File: src/rtl/wb_stage.sv
// wb_stage: write-back controller driving the register file write port from ALU results or extended memory loads.
module wb_stage #(
  parameter int RWIDTH       = 6,
  parameter int DWIDTH       = 32,
  parameter int ZERO_PROTECT = 1
) (
  input  logic              clk,
  input  logic              rst,
  input  logic              in_valid,
  output logic              in_ready,
  input  logic              in_wen,
  input  logic              in_src,
  input  logic [RWIDTH-1:0] in_rd,
  input  logic [DWIDTH-1:0] in_alu_res,
  input  logic [1:0]        in_size,
  input  logic              in_unsigned,
  input  logic              mem_rvalid,
  input  logic [DWIDTH-1:0] mem_rdata,
  output logic [RWIDTH-1:0] wa,
  output logic [DWIDTH-1:0] wd,
  output logic              we,
  output logic              busy
);
  typedef enum logic [1:0] {IDLE, WAIT_MEM, WRITE} state_t;
  localparam logic ZP = (ZERO_PROTECT != 0);
  state_t              r_state, w_next;
  logic [RWIDTH-1:0]   r_rd, r_wa;
  logic [DWIDTH-1:0]   r_wd, w_ext;
  logic [1:0]          r_size, r_off;
  logic                r_uns, r_wen;
  logic                w_accept, w_eff_wen, w_sgn;
  logic [7:0]          w_byte;
  logic [15:0]         w_half;
  assign w_accept  = in_valid & (r_state == IDLE);
  assign w_eff_wen = in_wen & ~(ZP & (in_rd == '0));
  always_ff @(posedge clk)
    if (rst) r_state <= IDLE;
    else     r_state <= w_next;
  always_comb begin
    w_next = (r_state == IDLE)     ? (w_accept ? (in_src ? WAIT_MEM : (w_eff_wen ? WRITE : IDLE)) : IDLE)
           : (r_state == WAIT_MEM) ? (mem_rvalid ? (r_wen ? WRITE : IDLE) : WAIT_MEM)
           : IDLE;
  end
  always_comb begin
    in_ready = (r_state == IDLE);
    busy     = (r_state != IDLE);
    we       = (r_state == WRITE);
    wa       = r_wa;
    wd       = r_wd;
  end
  // Half selection ignores off[0]: misaligned halves read the aligned lane.
  always_comb begin
    w_byte = mem_rdata[{r_off, 3'b000} +: 8];
    w_half = r_off[1] ? mem_rdata[31:16] : mem_rdata[15:0];
    w_sgn  = ~r_uns & (r_size == 2'b00 ? w_byte[7] : w_half[15]);
    w_ext  = (r_size == 2'b00) ? {{(DWIDTH-8){w_sgn}}, w_byte}
           : (r_size == 2'b01) ? {{(DWIDTH-16){w_sgn}}, w_half}
           : mem_rdata;
  end
  always_ff @(posedge clk)
    if (rst) begin
      r_wa   <= '0;
      r_wd   <= '0;
      r_rd   <= '0;
      r_size <= '0;
      r_off  <= '0;
      r_uns  <= 1'b0;
      r_wen  <= 1'b0;
    end else begin
      if (w_accept) begin
        r_rd   <= in_rd;
        r_size <= in_size;
        r_uns  <= in_unsigned;
        r_wen  <= w_eff_wen;
        r_off  <= in_alu_res[1:0];
      end
      if (w_accept && !in_src && w_eff_wen) begin
        r_wa <= in_rd;
        r_wd <= in_alu_res;
      end else if (r_state == WAIT_MEM && mem_rvalid && r_wen) begin
        r_wa <= r_rd;
        r_wd <= w_ext;
      end
    end
endmodule

File: config.mk
export PLATFORM = sky130hd
export DESIGN_NAME = wb_stage
export DESIGN_NICKNAME = d
export VERILOG_FILES = /design/src/rtl/wb_stage.sv
export SDC_FILE = /design/constraint.sdc
export NUM_CORES = 1
export LEC_CHECK = 0
export ABC_CLOCK_PERIOD_IN_PS = 3500
export CORE_MARGIN = 2
export CORE_UTILIZATION = 44
export DETAILED_ROUTE_END_ITERATION = 12
export HOLD_SLACK_MARGIN = 0.08
export PLACE_DENSITY = 0.81
export SLEW_MARGIN = 25
export SYNTH_ARGS = -nofsm -noshare
export SYNTH_HDL_FRONTEND = slang
export SYNTH_SLANG_ARGS = --single-unit
File: constraint.sdc
create_clock -name clk -period 3.5 [get_ports clk]
set_clock_uncertainty 0.05 [all_clocks]
set_input_delay 0.7 -clock clk [delete_from_list [all_inputs] [get_ports clk]]
set_output_delay 0.7 -clock clk [all_outputs]
set_load 0.05 [all_outputs]
==> flow_summary.yaml, run 1 <==
run_status:
  status: "finished clean"
clock_network:
  clkSinkCount: 52
  cts.repair.resized: 0
  cts_setup_buffers: 0
  clkTransAtPathRegs_ns: 0.10
  cts_tree: "yes"
  cts.hold.buffers_added: 0
  ctsHtreeMaxLevel: 2
  cts_root_buffer: "clkbuf_8"
  insertion_delay_ns: 0.32
  clockBufferDepth: 2
  cts_made_buffers: 5
timing:
  fin_tns_setup_ns: 0
  slew-limit-headroom_pct: 43.6
  fmax_ghz: 0.377
  rsz0062_at_grt: "no"
  setup_viol: 0
  min_period_over_period_pct: 75.8
  hold_viol: 0
  fin_ws_ns: 0.847
  finalMaxSlewViolations: 0
  tightest_slew_ns: 0.845
  min_period_ns: 2.65
synth:
  yosys_warnings: 0
  syn_nets: 423
  ys_seq_elements: 52
  seq_area_frac_synth_pct: 36.2
  synth_cells: 344
  synth_xor_area_share_pct: 0
  synthSimpleGateAreaFrac_pct: 19.3
  synth_largest_area_cell: "dfxtp_1"
  synth_compound_area_share_pct: 33.2
  synth_common_cells: "68 x nand2_1, 52 x dfxtp_1, 30 x a21oi_1"
  muxShareOfSynthArea_pct: 5.39
  async_flop_share_pct: 0
  yosys.area.top_type_share_pct: 36.2
  synth.distinct_cells: 44
  synth_area_per_cell_um2: 8.37
  yosys-top-cells-area: "dfxtp_1 36%, nand2_1 8.9%, a211oi_2 6.1%, a21oi_1 5.2%, mux2i_1 3.8%"
  ys.flop_type: "dfxtp_1"
  synth_top_family_by_area: "compound AO/OA/AOI/OAI gates"
  synthAdderAreaFrac_pct: 0
  netlist_area_mm2: 0.00288
  synth_edf_count: 0
  synth.most_common_cell: "nand2_1"
floorplanning:
  num_rows: 29
  initial_core_util_pct: 45.3
  die_w_um: 84.9
  coreArea_mm2: 0.00635
  die_y_um: 84.9
  die_area_mm2: 0.00721
  io-pin-count: 120
routing:
  wl_per_cell_um: 17.7
  antenna_left: 0
  vias: 3113
  drt_iter0_drc: 303
  drt-total-wl_mm: 9.25
  avgViaCountPerCell: 5.95
  drt_drc_violations_left: 0
  first_pass_iters: 5
global_route:
  grt_max_degree: 53
  grt_remaining_overflow: 0
  grt_pass1_vias: 3085
  grtUsageTotal_pct: 25.2
  antenna_found_initial: 0
  grt_first_pass_wirelength_mm: 14.7
layout:
  final_cell_area_mm2: 0.00417
  num_antenna_cells: 0
  fillers: 521
  nets: 524
  layout-drive-gt1-share_pct: 8.97
  syn_to_final_growth_pct: 44.8
worst_setup_path:
  ff2ff_path_depth: 4
  cp_cell_sequence: "clkdlybuf4s50_1 > or3b_4 > a2111oi_4 > buf_4 > or3_1 > o21ai_1 > a211oi_2"
  cp_max_fo: 32
  rrSetupSlack_ns: 1.14
  worst_path_max_delay_cell: "or3b_4"
  cp_data_arrival_time_ns: 2.84
  criticalPathCategory: "primary input to flop"
  critical-path-max-stage-delay_ns: 0.49
  r2r-end: "wd[17]$_SDFFE_PP0P_"
  start_kind: "primary input"
  crit_start: "in_valid"
  critPathRequiredTime_ns: 3.69
  reg2reg_from: "r_off[0]$_SDFFE_PP0N_"
  end_kind: "flop"
min_path:
  hp-start: "r_rd[0]$_SDFFE_PP0N_"
  holdCritPathClass: "flop to flop"
  hold_end: "r_rd[0]$_SDFFE_PP0N_"
  hold_depth: 2
placed_design:
  place_ws_ns: 0.532
  io_buffer_count: 119
  dp_hpwl_mm: 6.66
  place.gp.congestion: 0.819
  postPlaceCellArea_mm2: 0.00405
power_and_ir_drop:
  p_leak_nw: 1.48
  peakVddDrop_mv: 0.206
  power_density_mw_per_mm2: 361
flow_run:
  maxCapViolCount: 0
-- power breakdown --
part	switching, mW	internal (mW)	total, mW
registers	0.0290	0.624	0.653
clock network	0.218	0.212	0.430
logic	0.228	0.194	0.422
total	0.475	1.03	1.51
-- kinds of logic (layout without fill, tap and decap cells) --
family / count (synthesis) / after routing
compound gates: 123 / 123
mux: 14 / 14
simple gates: 120 / 120
buf+inv: 35 / 137
flops: 52 / 52
-- worst max-delay path: cells and delay by family --
kind	cells	cell delay [ns]
and+or+nand+nor	2	0.66
AOI/OAI and AO/OA	3	0.63
buffers and inverters	2	0.84
-- per-layer routing --
layer  GRT usage (%)  part of all wire (%)
met1            32.8                    41
met2            42.7                    49
met3            4.67                   8.3
met4            7.65                   1.4
met5               0                     0
-- worst max-delay path by stage --
stage | endpoint | slack (ns) | cells past startpoint
2_1_floorplan | busy | 1.25 | 2
3_3_place_gp | wd[17]$_SDFFE_PP0P_ | 0.61 | 7
3_5_place_dp | wd[29]$_SDFFE_PP0P_ | 0.53 | 7
4_1_cts | wd[29]$_SDFFE_PP0P_ | 0.86 | 7
5_1_grt | wd[17]$_SDFFE_PP0P_ | 0.61 | 7
6_report | wd[29]$_SDFFE_PP0P_ | 0.85 | 7
-- placed cells by master (no fill, tap or decap), types with 4 or more instances in the layout --
master / netlist / layout
o22ai_1: 4 / 4
a211oi_1: 9 / 9
a221oi_1: 4 / 4
nand2_1: 68 / 68
buf_4: 0 / 8
a211oi_2: 14 / 14
o21ai_1: 13 / 13
a22o_1: 8 / 8
o211ai_1: 9 / 9
clkdlybuf4s50_1: 0 / 118
nor2_1: 17 / 17
o21ai_0: 4 / 4
clkbuf_8: 0 / 5
or3_1: 16 / 16
nor2b_1: 6 / 6
dfxtp_1: 52 / 52
mux2i_1: 11 / 11
a311oi_1: 7 / 7
a21oi_1: 30 / 30
a221o_1: 9 / 9
-- cell type report --
class	instances	area [µm²]	share of cell area (%)
multi-input cells	257	1670	40.0
repair buffers	126	1240	29.8
flip-flops and latches	52	1040	25.0
well taps	77	96.3	2.31
clock buffers	5	68.8	1.65
clock inverters	3	42.5	1.02
inverters	3	11.3	0.270
-- sequential cells by signal, indices dropped and copies added (netlist names) --
| signal | count |
|---|---|
| r_uns | 1 |
| r_rd | 6 |
| r_wen | 1 |
| r_state | 2 |
| r_size | 2 |
| wd | 32 |
| wa | 6 |
| r_off | 2 |
-- through the flow --
stage | total power [mW] | cells | utilization [%] | hold WS (ns)
3_3_place_gp | 1.08 | 515 | 63.8 | 0.393
5_1_grt | 1.56 | 523 | 65.6 | 0.437
2_1_floorplan | 0.904 | 344 | - | 0.387
6_report | 1.51 | 523 | 65.6 | 0.417
3_5_place_dp | 1.08 | 515 | 63.8 | 0.405
4_1_cts | 1.50 | 523 | 65.6 | 0.418
Power figures use the tool's default switching activity.
==> run 2, diff against run 1 <==
--- a/config.mk
+++ b/config.mk
@@ -5,12 +5,12 @@
 export SDC_FILE = /design/constraint.sdc
 export NUM_CORES = 1
 export LEC_CHECK = 0
-export ABC_CLOCK_PERIOD_IN_PS = 3500
+export ABC_CLOCK_PERIOD_IN_PS = 2600
 export CORE_MARGIN = 2
-export CORE_UTILIZATION = 44
+export CORE_UTILIZATION = 43
 export DETAILED_ROUTE_END_ITERATION = 12
 export HOLD_SLACK_MARGIN = 0.08
-export PLACE_DENSITY = 0.81
+export PLACE_DENSITY = 0.8
 export SLEW_MARGIN = 25
 export SYNTH_ARGS = -nofsm -noshare
 export SYNTH_HDL_FRONTEND = slang
==> constraint.sdc (replaced) <==
create_clock -name clk -period 2.6 [get_ports clk]
set_clock_uncertainty 0.05 [all_clocks]
set_input_delay 0.52 -clock clk [delete_from_list [all_inputs] [get_ports clk]]
set_output_delay 0.52 -clock clk [all_outputs]
set_load 0.05 [all_outputs]
==> run 2 against run 1 <==
Net effect:
- the run now ends with DRC left
- final cell count is 1.7% higher
- register-to-register slack worse by 0.52 ns
- cell area up 2.1%
- utilization grew 0.60 points
- setup slack worse by 0.56 ns
- clock power up 17%
- non-clock buffer count increased by 9
- global-route usage is 0.29 points lower
- via count increased by 0.16%
- wire length increased by 0.19%
- sequential power is 34% higher
==> flow_summary.yaml, run 2 (synthesis results as in run 1) <==
layout:
  layout-drive-gt1-share_pct: 10.8
  seq_area_mm2: 0.00104
  final_cells: 532
  fillers: 548
  syn_to_final_growth_pct: 47.8
  mostFrequentLayoutCell: "clkdlybuf4s50_1"
  largest_reg_flops: 32
  nets: 533
  num_antenna_cells: 0
  multi_input_area_mm2: 0.00167
  final_cell_mix: "118 x clkdlybuf4s50_1, 68 x nand2_1, 52 x dfxtp_1"
power_and_ir_drop:
  p_clk_share_pct: 25.7
  peakVddDrop_mv: 0.321
  p_leak_nw: 1.53
  power_density_mw_per_mm2: 462
  p_comb_share_pct: 29.8
  p_seq_share_pct: 44.5
  p_sw_mw: 0.653
  swShare_pct: 33.2
  intPower_mw: 1.31
min_path:
  hold_depth: 2
  holdCritPathClass: "flop to flop"
  hp-start: "r_rd[4]$_SDFFE_PP0N_"
  hold_end: "r_rd[4]$_SDFFE_PP0N_"
worst_setup_path:
  start_kind: "flop"
  critPathRequiredTime_ns: 2.03
  cp_data_arrival_time_ns: 1.74
  r2r-end: "wd[11]$_SDFFE_PP0P_"
  cp_max_fo: 6
  criticalPathCategory: "flop to primary output"
  end_kind: "primary output"
  rrSetupSlack_ns: 0.62
  reg2reg_from: "r_off[0]$_SDFFE_PP0N_"
  ff2ff_path_depth: 5
timing:
  hold_viol: 0
  min_period_over_period_pct: 88.8
  slew-limit-headroom_pct: 46.6
  rsz0062_at_grt: "no"
  setup_viol: 0
  tightest_slew_ns: 0.800
  finalMaxSlewViolations: 0
  fmax_ghz: 0.433
  min_period_ns: 2.31
  fin_tns_setup_ns: 0
placed_design:
  place.gp.congestion: 0.886
  dp.cells: 524
  io_buffer_count: 119
  dp_hpwl_mm: 6.83
global_route:
  grtUsageTotal_pct: 24.9
  grt_first_pass_wirelength_mm: 14.8
  grt_remaining_overflow: 0
  grt_max_degree: 33
  antenna_found_initial: 0
  grt_pass1_vias: 3109
routing:
  vias: 3118
  antenna_left: 0
  first_pass_iters: 9
  drt_drc_violations_left: 7
  avgViaCountPerCell: 5.86
  wl_per_cell_um: 17.4
  drt_iter0_drc: 207
  drt-total-wl_mm: 9.27
clock_network:
  cts_setup_buffers: 0
  clkSinkCount: 52
  cts.repair.resized: 0
  cts_root_buffer: "clkbuf_8"
  cts_tree: "yes"
  cts.hold.buffers_added: 0
  cts_made_buffers: 5
  clockBufferDepth: 2
  insertion_delay_ns: 0.32
  ctsHtreeMaxLevel: 2
  clkTransAtPathRegs_ns: 0.11
run_status:
  violations: "DRC"
  status: "finished with violations"
floorplanning:
  die_y_um: 85.8
  io-pin-count: 120
  initial_core_util_pct: 44.8
  coreArea_mm2: 0.00642
  num_rows: 29
  die_w_um: 85.8
  die_area_mm2: 0.00737
flow_run:
  maxCapViolCount: 0
## run 2: how the worst max path moves through the flow
stage | depth (start not counted) | from | to
floorplan | 2 | r_state[1]$_SDFF_PP0_ | busy
global placement | 7 | in_valid | wd[16]$_SDFFE_PP0P_
detailed placement | 7 | in_valid | wd[30]$_SDFFE_PP0P_
CTS | 2 | r_state[1]$_SDFF_PP0_ | we
global route | 7 | in_valid | wd[16]$_SDFFE_PP0P_
finish | 2 | r_state[1]$_SDFF_PP0_ | we
## run 2: power groups by stage
stage / Clock, mW / Combinational, mW / Sequential, mW
2_1_floorplan: 0 / 0.230 / 0.987
3_3_place_gp: 0 / 0.573 / 0.891
3_5_place_dp: 0 / 0.582 / 0.892
4_1_cts: 0.505 / 0.585 / 0.874
5_1_grt: 0.540 / 0.622 / 0.881
6_report: 0.504 / 0.585 / 0.875
## run 2: final cells by class
class / count / area share (%)
Clock inverter: 3 / 0.618
Multi-Input combinational cell: 257 / 39.2
Inverter: 3 / 0.265
Timing Repair Buffer: 135 / 31.6
Clock buffer: 5 / 1.62
Sequential cell: 52 / 24.5
Tap cell: 77 / 2.26
## run 2: routing by layer
metal / routed length, µm / global-route usage, % / share of wire [%] / vias to the layer above
met4: 142 / 6.93 / 1.5 / 0
met5: 0 / 0 / 0 / -
li1: - / - / - / 1494
met3: 532 / 4.91 / 5.7 / 16
met2: 4550 / 42.5 / 49 / 119
met1: 4040 / 32.1 / 44 / 1489
## run 2: metrics by stage
stage / area [µm²] / hold slack [ns] / power, mW / util [%] / setup WS [ns]
2_1_floorplan: 2880 / 0.387 / 1.22 / - / 0.530
3_3_place_gp: 4160 / 0.393 / 1.46 / 64.8 / 0.116
3_5_place_dp: 4160 / 0.398 / 1.47 / 64.8 / 0.0500
4_1_cts: 4250 / 0.414 / 1.96 / 66.2 / 0.288
5_1_grt: 4250 / 0.424 / 2.04 / 66.2 / 0.234
6_report: 4250 / 0.414 / 1.97 / 66.2 / 0.291
## run 2: worst max-delay path: stages (launching register included)
cell and delay [ns]:
dfxtp_1 0.43, nor2b_1 0.17, clkdlybuf4s50_1 0.82
==> RTL change: new RTL, flow settings as in run 2 <==
The 3 states of `state_t` get a one-hot encoding in 3 bits.
--- a/src/rtl/wb_stage.sv
+++ b/src/rtl/wb_stage.sv
@@ -21,7 +21,7 @@
   output logic              we,
   output logic              busy
 );
-  typedef enum logic [1:0] {IDLE, WAIT_MEM, WRITE} state_t;
+  typedef enum logic [2:0] {IDLE = 3'b001, WAIT_MEM = 3'b010, WRITE = 3'b100} state_t;
   localparam logic ZP = (ZERO_PROTECT != 0);
   state_t              r_state, w_next;
   logic [RWIDTH-1:0]   r_rd, r_wa;
Formal check against the unedited RTL: same outputs for any inputs over 10 cycles, from zero or initial values and one cycle with rst high; not proved beyond that.
==> RTL change against run 2 <==
Power is 5.7% higher; sequential cell count is 1 higher; synthesized cell count is 15% higher; routed wire length is 6.0% higher; sequential share of layout area is 0.81 points lower; setup slack worse by 0.12 ns; count of clock-buffer cells in the layout stayed put; fmax is 4.8% lower; critical path depth stayed put; first-iteration DRC count is 17% lower; cell area is 5.4% higher; synthesized area is 5.9% higher; non-clock buffer count is 2 higher; via count is 9.7% higher.
==> RTL change: results (changes against run 2) <==
The async set-or-reset flop fraction in the synthesized netlist is 0 (unchanged). The global-route wire length before repair is 15500 µm (+5.0%). The number of detailed-route iterations in the first pass came out at 4 (-5).

The estimated wirelength of the detail-placed design is 7230 µm (+5.9%). The largest net degree at the start of global routing is 54 (+64%). The actual transition at the worst max-transition pin came to 0.627 ns (-0.173 ns). The post-synthesis net count came to 474 (+12%). The post-CTS clock slew at the launch and capture registers of the worst setup and hold paths came out at 0.11 ns (about the same). The reported leakage power came out at 1.51 nW (-1.4%).

The number of warning messages in the yosys log was 0 (unchanged). The number of different library cells in the post-synthesis netlist came out at 39 (-11%). The die span in x was 88.2 µm (+2.8%).

The maximum count of clock buffers along a single path came out at 2 (unchanged). The flip-flop count of the largest register, all copies and words added came out at 32 (unchanged). The data arrival time at the worst-slack endpoint is 1.86 ns (+0.12 ns). The fraction of synthesized cell area taken by the top area cell type is 0.348 (-0.0136). The share of the yosys chip area belonging to registers was 0.348 (-0.0136).

The number of DRC markers after the initial detailed-route iteration is 172 (-17%). The maximum cell stage delay along the critical path came to 0.85 ns (+0.03 ns). The largest fanout on the critical path is 6 (unchanged). The global placer's final weighted congestion is 0.906 (+2.3%). The number of nets in the layout is 582 (+9.2%).

Clock latency on the worst-skew pair, taken at its later pin, is 0.31 ns. The total routing resource utilization after global routing was 0.253 (+0.00392). The post-CTS setup buffer count is 0 (unchanged).

Sorting the synthesized cells by how often they occur yields sky130_fd_sc_hd__nor2_1, sky130_fd_sc_hd__nand2_1, sky130_fd_sc_hd__dfxtp_1, sky130_fd_sc_hd__a21oi_1, sky130_fd_sc_hd__nor3_1. The total vias in the final route came out at 3420 (+9.7%). The run finished with clean final reports. The largest individual stage delay along the critical path comes from the cell sky130_fd_sc_hd__clkdlybuf4s50_1. The peak supply drop is 0.203 mV (-37%). Sorting the synthesized cells by area gives the leading types as sky130_fd_sc_hd__dfxtp_1, sky130_fd_sc_hd__nor2_1, sky130_fd_sc_hd__nand2_1. The fraction of layout instances using a drive strength above 1 was 0.0933 (-0.0144). The number of global-route vias before repair is 3218 (+3.5%).

The average detailed-routed wire length per instance came out at 16.4 µm (-6.0%).
[RTL change: metal layers]
layer / routed length (µm) / track usage / vias to the layer above
met5: 0 / 0 / -
met4: 264 / 0.0744 / 0
met3: 887 / 0.0597 / 20
met2: 4480 / 0.409 / 161
met1: 4190 / 0.338 / 1592
li1: - / - / 1647
[RTL change: logic make-up after synthesis]
kind of cell           share of synthesized area
AO/OA/AOI/OAI                              0.249
buffers and inverters                     0.0583
flip-flops                                 0.348
multiplexers                              0.0336
AND/OR/NAND/NOR                            0.311
[RTL change: cell type report]
type	instances	area (µm²)
Fill cell	587	2350
Sequential cell	53	1060
Timing Repair Buffer	137	1360
Multi-Input combinational cell	303	1820
Tap cell	96	120
Clock buffer	5	68.8
Clock inverter	3	43.8
Inverter	3	11.3
[RTL change: worst max-delay path: cells and delay by family, from the launching register on]
family,cells,cell delay [ns]
and+or+nand+nor,1,0.27
DFF,1,0.44
buffers and inverters,1,0.85
[RTL change: where the power goes]
group          switching [mW]  total [mW]  internal (mW)
sequential             0.0328       0.891          0.858
clock                   0.286       0.575          0.289
combinational           0.338       0.611          0.273
total                   0.657        2.08           1.42
[RTL change: metrics by stage]
step	util	hold WS, ns	cell area (µm²)	std cells	worst slack, ns
2_1_floorplan	-	0.386	3050	395	0.474
3_3_place_gp	0.640	0.393	4370	592	0.0748
3_5_place_dp	0.640	0.400	4370	592	-0.0158
4_1_cts	0.656	0.415	4480	600	0.203
5_1_grt	0.656	0.444	4480	600	0.0389
6_report	0.656	0.417	4480	600	0.174
[RTL change: final timing paths]
kind                                  from  endpoint  slack, ns  depth (start not counted)
worst max register to register    r_off[0]     wd[8]       0.71                          4
worst max-delay path            r_state[2]        we       0.17                          2
worst min-delay path                 r_wen     r_wen       0.42                          2
worst min register to register       r_wen     r_wen       0.42                          2
